<file path="src/rtl/chip8_keypad_pkg.sv">
// chip8_keypad_pkg: shared types, constants and the scancode decoder for the CHIP-8 keypad.
//   keymap_e  - keymap selection (3 decodes as COSMAC)
//   EV_W      - FIFO event width {pressed, key[3:0]}
//   map_key   - {ext, code} + mode -> {hit, key[3:0]}
package chip8_keypad_pkg;

    typedef enum logic [1:0] {
        KM_COSMAC = 2'd0,
        KM_NUMPAD = 2'd1,
        KM_BOTH   = 2'd2
    } keymap_e;

    localparam int unsigned EV_W = 5;

    // PS/2 set-2 make codes, COSMAC layout (1234/QWER/ASDF/ZXCV)
    localparam logic [7:0] SC_1 = 8'h16;
    localparam logic [7:0] SC_2 = 8'h1E;
    localparam logic [7:0] SC_3 = 8'h26;
    localparam logic [7:0] SC_4 = 8'h25;
    localparam logic [7:0] SC_Q = 8'h15;
    localparam logic [7:0] SC_W = 8'h1D;
    localparam logic [7:0] SC_E = 8'h24;
    localparam logic [7:0] SC_R = 8'h2D;
    localparam logic [7:0] SC_A = 8'h1C;
    localparam logic [7:0] SC_S = 8'h1B;
    localparam logic [7:0] SC_D = 8'h23;
    localparam logic [7:0] SC_F = 8'h2B;
    localparam logic [7:0] SC_Z = 8'h1A;
    localparam logic [7:0] SC_X = 8'h22;
    localparam logic [7:0] SC_C = 8'h21;
    localparam logic [7:0] SC_V = 8'h2A;

    // Numeric keypad; SLASH and ENTER arrive with the extended prefix
    localparam logic [7:0] SC_KP0     = 8'h70;
    localparam logic [7:0] SC_KP1     = 8'h69;
    localparam logic [7:0] SC_KP2     = 8'h72;
    localparam logic [7:0] SC_KP3     = 8'h7A;
    localparam logic [7:0] SC_KP4     = 8'h6B;
    localparam logic [7:0] SC_KP5     = 8'h73;
    localparam logic [7:0] SC_KP6     = 8'h74;
    localparam logic [7:0] SC_KP7     = 8'h6C;
    localparam logic [7:0] SC_KP8     = 8'h75;
    localparam logic [7:0] SC_KP9     = 8'h7D;
    localparam logic [7:0] SC_KP_STAR = 8'h7C;
    localparam logic [7:0] SC_KP_MIN  = 8'h7B;
    localparam logic [7:0] SC_KP_PLUS = 8'h79;
    localparam logic [7:0] SC_KP_DOT  = 8'h71;
    localparam logic [7:0] SC_KP_DIV  = 8'h4A;
    localparam logic [7:0] SC_KP_ENT  = 8'h5A;

    function automatic logic [4:0] map_cosmac(input logic [8:0] sc);
        case (sc)
            {1'b0, SC_1}: return 5'h11;
            {1'b0, SC_2}: return 5'h12;
            {1'b0, SC_3}: return 5'h13;
            {1'b0, SC_4}: return 5'h1C;
            {1'b0, SC_Q}: return 5'h14;
            {1'b0, SC_W}: return 5'h15;
            {1'b0, SC_E}: return 5'h16;
            {1'b0, SC_R}: return 5'h1D;
            {1'b0, SC_A}: return 5'h17;
            {1'b0, SC_S}: return 5'h18;
            {1'b0, SC_D}: return 5'h19;
            {1'b0, SC_F}: return 5'h1E;
            {1'b0, SC_Z}: return 5'h1A;
            {1'b0, SC_X}: return 5'h10;
            {1'b0, SC_C}: return 5'h1B;
            {1'b0, SC_V}: return 5'h1F;
            default:      return 5'h00;
        endcase
    endfunction

    function automatic logic [4:0] map_numpad(input logic [8:0] sc);
        case (sc)
            {1'b0, SC_KP0}:     return 5'h10;
            {1'b0, SC_KP1}:     return 5'h11;
            {1'b0, SC_KP2}:     return 5'h12;
            {1'b0, SC_KP3}:     return 5'h13;
            {1'b0, SC_KP4}:     return 5'h14;
            {1'b0, SC_KP5}:     return 5'h15;
            {1'b0, SC_KP6}:     return 5'h16;
            {1'b0, SC_KP7}:     return 5'h17;
            {1'b0, SC_KP8}:     return 5'h18;
            {1'b0, SC_KP9}:     return 5'h19;
            {1'b0, SC_KP_STAR}: return 5'h1B;
            {1'b0, SC_KP_MIN}:  return 5'h1C;
            {1'b0, SC_KP_PLUS}: return 5'h1D;
            {1'b0, SC_KP_DOT}:  return 5'h1F;
            {1'b1, SC_KP_DIV}:  return 5'h1A;
            {1'b1, SC_KP_ENT}:  return 5'h1E;
            default:            return 5'h00;
        endcase
    endfunction

    // Returns {hit, key}. The two maps share no codes, so merging is a simple fallback.
    function automatic logic [4:0] map_key(input logic [8:0] sc, input logic [1:0] mode);
        logic [4:0] cos;
        logic [4:0] num;
        cos = map_cosmac(sc);
        num = map_numpad(sc);
        case (mode)
            KM_NUMPAD: return num;
            KM_BOTH:   return cos[4] ? cos : num;
            default:   return cos;
        endcase
    endfunction

endpackage

</file>
<file path="src/rtl/chip8_keypad_fifo.sv">
// keypad_fifo: synchronous first-word-fall-through FIFO.
//   clk, res_n - clock, synchronous active-low reset
//   clr        - flush (pointers and count to zero)
//   push, din  - write; ignored when full unless a pop is accepted on the same edge
//   pop        - consume head; ignored when empty
//   dout       - head entry (valid while !empty)
//   empty/full - status
module keypad_fifo #(
    parameter int unsigned WIDTH = 5,
    parameter int unsigned DEPTH = 4
) (
    input  logic             clk,
    input  logic             res_n,
    input  logic             clr,
    input  logic             push,
    input  logic [WIDTH-1:0] din,
    input  logic             pop,
    output logic [WIDTH-1:0] dout,
    output logic             empty,
    output logic             full
);

    localparam int unsigned AW = $clog2(DEPTH);

    logic [WIDTH-1:0] mem_q [DEPTH];
    logic [AW-1:0]    wr_ptr_q;
    logic [AW-1:0]    rd_ptr_q;
    logic [AW:0]      count_q;
    logic             do_push;
    logic             do_pop;

    always_comb begin
        empty   = (count_q == '0);
        full    = (count_q == (AW+1)'(DEPTH));
        do_pop  = pop & ~empty;
        // A pop on the same edge frees the slot, so a full FIFO still accepts the push.
        do_push = push & (~full | do_pop);
        dout    = mem_q[rd_ptr_q];
    end

    always_ff @(posedge clk) begin
        if (!res_n) begin
            for (int i = 0; i < int'(DEPTH); i++) begin
                mem_q[i] <= '0;
            end
            wr_ptr_q <= '0;
            rd_ptr_q <= '0;
            count_q  <= '0;
        end else if (clr) begin
            wr_ptr_q <= '0;
            rd_ptr_q <= '0;
            count_q  <= '0;
        end else begin
            if (do_push) begin
                mem_q[wr_ptr_q] <= din;
                wr_ptr_q        <= wr_ptr_q + AW'(1);
            end
            if (do_pop) begin
                rd_ptr_q <= rd_ptr_q + AW'(1);
            end
            case ({do_push, do_pop})
                2'b10:   count_q <= count_q + (AW+1)'(1);
                2'b01:   count_q <= count_q - (AW+1)'(1);
                default: count_q <= count_q;
            endcase
        end
    end

endmodule

</file>
<file path="src/rtl/chip8_keypad.sv">
// chip8_keypad: PS/2 key events -> CHIP-8 16-key matrix plus a press/release event FIFO.
//   clk, res_n  - cpu clock, synchronous active-low reset
//   ps2_key     - [10] toggle strobe, [9] pressed, [8] extended, [7:0] set-2 code
//   keymap      - 0 COSMAC, 1 numpad, 2 both, 3 as 0
//   clear       - release all keys, flush FIFO, clear overflow (beats key event and pop)
//   key_matrix  - bit k = hex key k held; any_down = OR of it
//   ev_valid/ev_data/ev_pop - FWFT event queue, ev_data = {pressed, key}
//   overflow    - sticky, set when an event is dropped on a full FIFO
module chip8_keypad
    import chip8_keypad_pkg::*;
#(
    parameter int unsigned FIFO_DEPTH    = 4,
    parameter int unsigned FIFO_AW       = $clog2(FIFO_DEPTH),
    parameter bit          REPEAT_FILTER = 1'b1
) (
    input  logic            clk,
    input  logic            res_n,
    input  logic [10:0]     ps2_key,
    input  logic [1:0]      keymap,
    input  logic            clear,
    output logic [15:0]     key_matrix,
    output logic            any_down,
    output logic            ev_valid,
    output logic [EV_W-1:0] ev_data,
    input  logic            ev_pop,
    output logic            overflow
);

    if (FIFO_DEPTH < 2 || (FIFO_DEPTH & (FIFO_DEPTH - 1)) != 0
            || FIFO_AW != $clog2(FIFO_DEPTH)) begin : g_bad_depth
        $error("chip8_keypad: FIFO_DEPTH must be a power of two >= 2");
    end

    logic            toggle_q;
    logic [1:0]      mode_q;
    logic [15:0]     matrix_q;
    logic [15:0]     matrix_d;
    logic            overflow_q;
    logic            overflow_d;

    logic            ev_fire;
    logic            mode_change;
    logic [4:0]      hit_key;
    logic [3:0]      key_idx;
    logic            pressed;
    logic            changed;
    logic            push_req;
    logic            pop_req;
    logic            fifo_empty;
    logic            fifo_full;

    always_comb begin
        ev_fire     = ps2_key[10] ^ toggle_q;
        mode_change = (keymap != mode_q);
        // Decode with the incoming keymap: equal to mode_q unless it is changing this
        // cycle, in which case the event belongs to the new map.
        hit_key     = map_key(ps2_key[8:0], keymap);
        key_idx     = hit_key[3:0];
        pressed     = ps2_key[9];

        // A keymap change releases everything before the event is applied.
        matrix_d    = mode_change ? 16'h0000 : matrix_q;
        changed     = (matrix_d[key_idx] != pressed);
        push_req    = 1'b0;
        if (ev_fire && hit_key[4]) begin
            matrix_d[key_idx] = pressed;
            push_req          = REPEAT_FILTER ? changed : 1'b1;
        end
        if (clear) begin
            matrix_d = 16'h0000;
            push_req = 1'b0;
        end

        pop_req    = ev_pop & ~fifo_empty & ~clear;
        overflow_d = clear ? 1'b0 : (overflow_q | (push_req & fifo_full & ~pop_req));
    end

    always_ff @(posedge clk) begin
        if (!res_n) begin
            // Track the strobe through reset so its level is not mistaken for an event.
            toggle_q   <= ps2_key[10];
            mode_q     <= keymap;
            matrix_q   <= 16'h0000;
            overflow_q <= 1'b0;
        end else begin
            toggle_q   <= ps2_key[10];
            mode_q     <= keymap;
            matrix_q   <= matrix_d;
            overflow_q <= overflow_d;
        end
    end

    keypad_fifo #(
        .WIDTH (EV_W),
        .DEPTH (FIFO_DEPTH)
    ) u_fifo (
        .clk   (clk),
        .res_n (res_n),
        .clr   (clear),
        .push  (push_req),
        .din   ({pressed, key_idx}),
        .pop   (pop_req),
        .dout  (ev_data),
        .empty (fifo_empty),
        .full  (fifo_full)
    );

    assign key_matrix = matrix_q;
    assign any_down   = |matrix_q;
    assign ev_valid   = ~fifo_empty;
    assign overflow   = overflow_q;

endmodule

</file>
<file path="config.mk">
export PLATFORM = sky130hd
export DESIGN_NAME = chip8_keypad
export DESIGN_NICKNAME = d
export VERILOG_FILES = /design/src/rtl/chip8_keypad_pkg.sv /design/src/rtl/chip8_keypad_fifo.sv /design/src/rtl/chip8_keypad.sv
export SDC_FILE = /design/constraint.sdc
export NUM_CORES = 1
export LEC_CHECK = 0
export ABC_CLOCK_PERIOD_IN_PS = 5800
export CAP_MARGIN = 40
export CORE_ASPECT_RATIO = 1.4
export CORE_MARGIN = 2
export CORE_UTILIZATION = 56
export DETAILED_ROUTE_END_ITERATION = 7
export PLACE_DENSITY = 0.77
export SLEW_MARGIN = 30
export SYNTH_ARGS = -nofsm -noshare
export SYNTH_HDL_FRONTEND = slang
export SYNTH_SLANG_ARGS = --single-unit
</file>
<file path="constraint.sdc">
create_clock -name clk -period 5.8 [get_ports clk]
set_clock_uncertainty 0.1 [all_clocks]
set_input_delay 0.87 -clock clk [delete_from_list [all_inputs] [get_ports clk]]
set_output_delay 0.87 -clock clk [all_outputs]
set_load 0.01 [all_outputs]
</file>
======== Word level (Yosys, flattened, before mapping) ========
Memories as Yosys holds them, arrays and structs flattened. A register that Yosys moved wholly into a read port is not among the register bits.
Index checks and enable logic that the tools add are counted.
operators by class
  add/sub/neg operators ................... 4
  order comparisons ....................... 2
  equality and inequality tests ........... 23
  mux-type cells .......................... 24
  bitwise logic cells ..................... 14
  reductions and logical operators ........ 8
operator list
  cell                 number
  $eq 9x7->1 const B   14
  $pmux 5 s16          1
  $mux 16              2
  $eq 9x9->1 const B   2
  $bwmux 16            1
  $reduce_or 16->1     1
  $mux 5               3
  $mux 1               10
  $pmux 5 s2           1
  $and 1x1->1          6
  $logic_not 3->1      2
  $mux 2               3
  $pmux 3 s2           1
  $lt 4x5->1 const B   1
  $not 1->1            5
  $reduce_or 5->1      1
  $add 2x1->2 const B  2
  $bmux 1 s4           1
  $demux 1 s4          1
  $eq 2x1->1 const B   2
  $eq 2x2->1 const B   2
  $ge 4x1->1 const B   1
  $add 3x1->3 const B  1
  $eq 3x3->1 const B   1
  8 further kinds      10
word-level totals
  register bits after elaboration ......... 27
  RAM bits ................................ 20
  memory bits (read-only) ................. 320
  output and inout bits ................... 24
  word-level logic and storage cells ...... 84
  memories kept ........................... 2
memories
  name             depth  width  read ports  clocked after memory_dff  write ports  RTL line                 RTL
  (no name shown)  64     5      1           0                         0            chip8_keypad_pkg.sv:52   case (sc)
  u_fifo.mem_q     4      5      1           1                         4            chip8_keypad_fifo.sv:25  logic [WIDTH-1:0] mem_q [DEPTH];

======== Logic depth before layout (Yosys ltp) ========
  depth after elaboration ................. 16
  mapped depth ............................ 19
  mapped depth without buffers ............ 17

======== Hierarchy ========
A second synthesis with hierarchy kept.
unflattened totals
  cells, all modules ...................... 337
  area, all modules ....................... 3231.8 sq um
by module, submodules not included
  module        instances  cells each  area an instance (sq um)
  chip8_keypad  1          231         1856.8
  keypad_fifo   1          106         1375.1

======== Least setup slack after synthesis ========
Ideal clock, no wire load.
  path kind ............................... in2reg
  start ................................... input port ps2_key[1]
  end ..................................... register u_fifo.count_q[2]
  setup time .............................. 0.070 ns
  data arrival time ....................... 4.427 ns
  slack ................................... 1.203 ns
  stages .................................. 18
  buffers on the path ..................... 1
  cells stage by stage .................... inv_1 ha_1 mux2_2 a21oi_1 o21ai_1 o41a_1 a21o_1 o211a_1 o221ai_1 nand4_2 mux2_4 buf_4 ha_1 inv_1 fa_1 xor2_1 or3_1 a21oi_1
on the way
  word-level cells in the longest chain between the ends .. 12
RTL lines
  item                                                    RTL line                                        RTL
  start: declaration                                      chip8_keypad.sv:18                              input logic [10:0] ps2_key,
  $mem_v2 64x5 (tied with other cells)                    -
  $mux 5 / $pmux 5 s16 (equally long branches)            chip8_keypad_pkg.sv:52, chip8_keypad_pkg.sv:74
  $mux 5                                                  chip8_keypad_pkg.sv:103                         KM_BOTH: return cos[4] ? cos : num;
  $pmux 5 s2 (*)                                          chip8_keypad_pkg.sv:101                         case (mode)
  $bmux 1 s4                                              chip8_keypad.sv:63                              changed = (matrix_d[key_idx] != pressed);
  $mux 1 (implied by the code)                            chip8_keypad.sv:63
  $ne 1x1->1                                              chip8_keypad.sv:63
  $mux 1 (*)                                              chip8_keypad.sv:65                              if (ev_fire && hit_key[4]) begin
  $mux 1 (*)                                              chip8_keypad.sv:69                              if (clear) begin
  $and 1x1->1 (*)                                         chip8_keypad_fifo.sv:37                         do_push = push & (~full | do_pop);
  $eq 2x1->1 / $eq 2x2->1 (equally long branches)         chip8_keypad_fifo.sv:61                         case ({do_push, do_pop})
  $pmux 3 s2 / $reduce_bool 2->1 (equally long branches)  -
  end signal: assignment                                  chip8_keypad_fifo.sv:62                         2'b10: count_q <= count_q + (AW+1)'(1);
  end signal: assignment                                  chip8_keypad_fifo.sv:63                         2'b01: count_q <= count_q - (AW+1)'(1);
  end signal: assignment                                  chip8_keypad_fifo.sv:64                         default: count_q <= count_q;
  end: declaration                                        chip8_keypad_fifo.sv:28                         logic [AW:0] count_q;
Mark *: on every way between the ends. The rest lies on a longest branch, timed or not. The select of a mux whose other input is x is not followed.
A chain may end at the register's enable or synchronous reset.

======== Worst setup path in the final report ========
Same ends and word-level chain as after synthesis.

==> reports/metrics.csv <==
metric,value,unit
GRT Overall Usage,24.8,%
"Top FF cell, synth",dfxtp_1,
setup repair after global routing missed its margin,false,
asr flop ratio synth,0,%
Fill cells,488,
CTS Buffer Depth,2,
Max Cap Violations,0,
CTS hold repair buffers,0,
CTS tree,done,
synth unique cells,74,
wire per inst,17.0,microns
Least-Margin Pin Slew,0.801,ns
Post-CTS Setup Bufs,0,
final period utilization,88.8,%
Top delay family on crit path,simple AND/OR/NAND/NOR gates,
Residual DRC,0,
largest net degree at the start of global routing,25,
vias per cell,6.14,
Clock power frac,30.5,%
Sequential Power Share,55.5,%
post-synthesis cell count,364,
Yosys warning total,0,
WP buf/inv,3,
sequential share of the synthesized area,35.4,%
Critical Path Source,ps2_key[1],
worst min-delay path class,register to register,
switching part of the total,26.5,%
Worst IR Drop VDD,0.119,mV
worst r2r path cells,14,
WS Path Type,input port to register,
Vert. Die Dim,95.4,microns
Tmin final,5.15,ns
initial antenna violation count,0,
CORE AREA,0.00582,sq mm
"Arr. time, crit path",5.29,ns
critical path depth,18,
area grow syn2layout,16.1,%
Max Slew Vio Count,0,
gpl congestion,0.899,
antenna cell count,0,
largest area contributor in the netlist,edfxtp_1,
Slew HR,46.4,%
clock slew at the register clock pins of the worst setup and hold paths,0.09,ns
first-pass GRT wire length,13200,microns
internal power,0.482,mW
Comb power frac,14.0,%
vias in the first global route,2779,
number of synthesized flops with an enable pin,20,
Clock Root Buffer,clkbuf_8,
worst hold path cell count,2,
post-synth top area share,18.0,%
Rows,33,
Post-DRT Antenna Nets,0,
Seq cells post-synth,49,
TritonCTS Buffers,5,
leakage power,1.32,nW
total gr overflow,0,
Die ar.,0.00661,sq mm
fmax,194,MHz
later-pin clock latency in the skew report,0.31,ns
R2R Path Start,mode_q[1],
Initial Util,57.4,%
critical path endpoint category,register,
DP Wirelength,6120,microns
synthesized area,0.00334,sq mm
Post-Route Utilization,66.6,%
initial detailed-routing violation count,234,
via count,2904,
io pins,41,
Synth area leaders,"edfxtp_1, dfxtp_1, nor2_1",
width of the die,69.3,microns
Mapped Nets,391,
Routed WL,8060,microns
NetSw,0.174,mW
crit-path max cell delay,0.58,ns
status,completed,
DR pass1 iterations,5,
Worst setup SP type,input port,
fraction of layout cells with a size suffix above 1,13.9,%
cell area power density,169,mW/mm^2
crit path max fanout,12,
worst-path cell chain,"clkdlybuf4s50_1, inv_1, ha_1, and2_1, o211ai_1, and4_4, a211oi_2, nor2_1, a32oi_1, o211ai_1, nand4_2, mux2_4, ha_1, inv_1, fa_1, xor2_1, or3_1, a21oi_1",
CP required,5.95,ns
final hold vios,0,
CP max-delay cell,clkdlybuf4s50_1,
# setup viols final,0,
final critical-path setup slack,0.652,ns
Buffers on Ports,40,
Final TNS setup,0,ns
Place WS,0.370,ns
clock sink count,49,
Mean Syn Cell Area,9.17,sq um
hold path start,overflow,
nets,429,
number of H-tree levels,2,
post-cts sizing count,0,
## cells by family after synthesis
| kind of cell | after synthesis | synth area share (%) |
|---|---|---|
| buffers and inverters | 33 | 4.87 |
| XOR/XNOR | 10 | 2.62 |
| multiplexers | 22 | 8.84 |
| AO/OA/AOI/OAI | 77 | 16.8 |
| adder cells (fa/ha/maj) | 10 | 3.97 |
| flip-flops | 49 | 35.4 |
| AND/OR/NAND/NOR | 163 | 27.5 |
## per-layer routing
| metal | global-route usage [%] | vias up | share of wire (%) |
|---|---|---|---|
| met5 | 0 | - | 0 |
| met1 | 29.3 | 1380 | 42 |
| met3 | 2.96 | 20 | 3.9 |
| met2 | 45.6 | 86 | 52 |
| met4 | 10.3 | 0 | 2.3 |
| li1 | - | 1418 | - |
## layout make-up
| class | count | area [sq um] | area share [%] |
|---|---|---|---|
| multi-input cells | 282 | 2000 | 51.5 |
| flip-flops and latches | 49 | 1180 | 30.5 |
| repair buffers | 48 | 468 | 12.1 |
| well taps | 70 | 87.6 | 2.26 |
| clock buffers | 5 | 68.8 | 1.77 |
| inverters | 16 | 60.1 | 1.55 |
| clock inverters | 3 | 17.5 | 0.452 |
## Yosys cell counts, types with 9 or more instances
master,instances
a21oi_1,22
nand2_1,28
nand3_1,14
nor4_1,9
inv_1,15
nor2_1,43
edfxtp_1,20
mux2i_1,10
ha_1,9
dfxtp_1,29
clkbuf_1,9
o21ai_0,9
## through the flow
stage	power, mW	instances	cell area (sq um)	hold slack [ns]
6_report	0.656	473	3880	0.359
5_1_grt	0.680	473	3880	0.420
4_1_cts	0.658	472	3870	0.367
3_5_place_dp	0.462	464	3780	0.344
3_3_place_gp	0.460	463	3770	0.338
2_1_floorplan	0.431	364	3340	0.363
## cells in the final DEF, fill, tap and decap left out, types with 6 or more instances in the layout
| cell type | Yosys | routed |
|---|---|---|
| a21oi_1 | 22 | 22 |
| and2_1 | 7 | 7 |
| buf_4 | 4 | 6 |
| clkdlybuf4s50_1 | 0 | 40 |
| dfxtp_1 | 29 | 29 |
| edfxtp_1 | 20 | 20 |
| ha_1 | 9 | 9 |
| inv_1 | 15 | 15 |
| mux2_2 | 6 | 6 |
| mux2i_1 | 10 | 10 |
| nand2_1 | 28 | 28 |
| nand3_1 | 14 | 14 |
| nor2_1 | 43 | 43 |
| nor2b_1 | 6 | 6 |
| nor3_2 | 6 | 6 |
| nor4_1 | 9 | 9 |
| o211ai_1 | 7 | 7 |
| o21ai_0 | 9 | 9 |
| or3_1 | 7 | 7 |
| xor2_1 | 6 | 6 |
## final timing paths
path,end,slack (ns)
worst max-delay path,u_fifo.count_q[2],0.65
worst min-delay path,overflow,0.36
worst min register to register,overflow,0.36
worst max register to register,u_fifo.count_q[2],2.21
## power groups by stage
stage          Clock (mW)  Sequential (mW)  Combinational (mW)
2_1_floorplan           0            0.372              0.0592
3_3_place_gp            0            0.372              0.0881
3_5_place_dp            0            0.372              0.0897
4_1_cts             0.204            0.364              0.0901
5_1_grt             0.214            0.365               0.101
6_report            0.200            0.364              0.0918
## state kept, by name (all words and copies together), names as in the netlist, named ones only
signal	count
overflow	1
key_matrix	16
u_fifo.wr_ptr_q	2
u_fifo.mem_q	20
u_fifo.count_q	3
u_fifo.rd_ptr_q	2
mode_q	2
toggle_q	1
## worst register-to-register path, stage by stage (launching register included)
cell and delay, ns:
dfxtp_1 0.31, xor2_1 0.13, nor2_1 0.62, buf_4 0.29
nand2_1 0.08, a211oi_1 0.25, o221ai_1 0.19, nand4_2 0.18
mux2_4 0.18, ha_1 0.17, inv_1 0.06, fa_1 0.38
xor2_1 0.15, or3_1 0.30, a21oi_1 0.13
(Power assumes the default switching activity.)
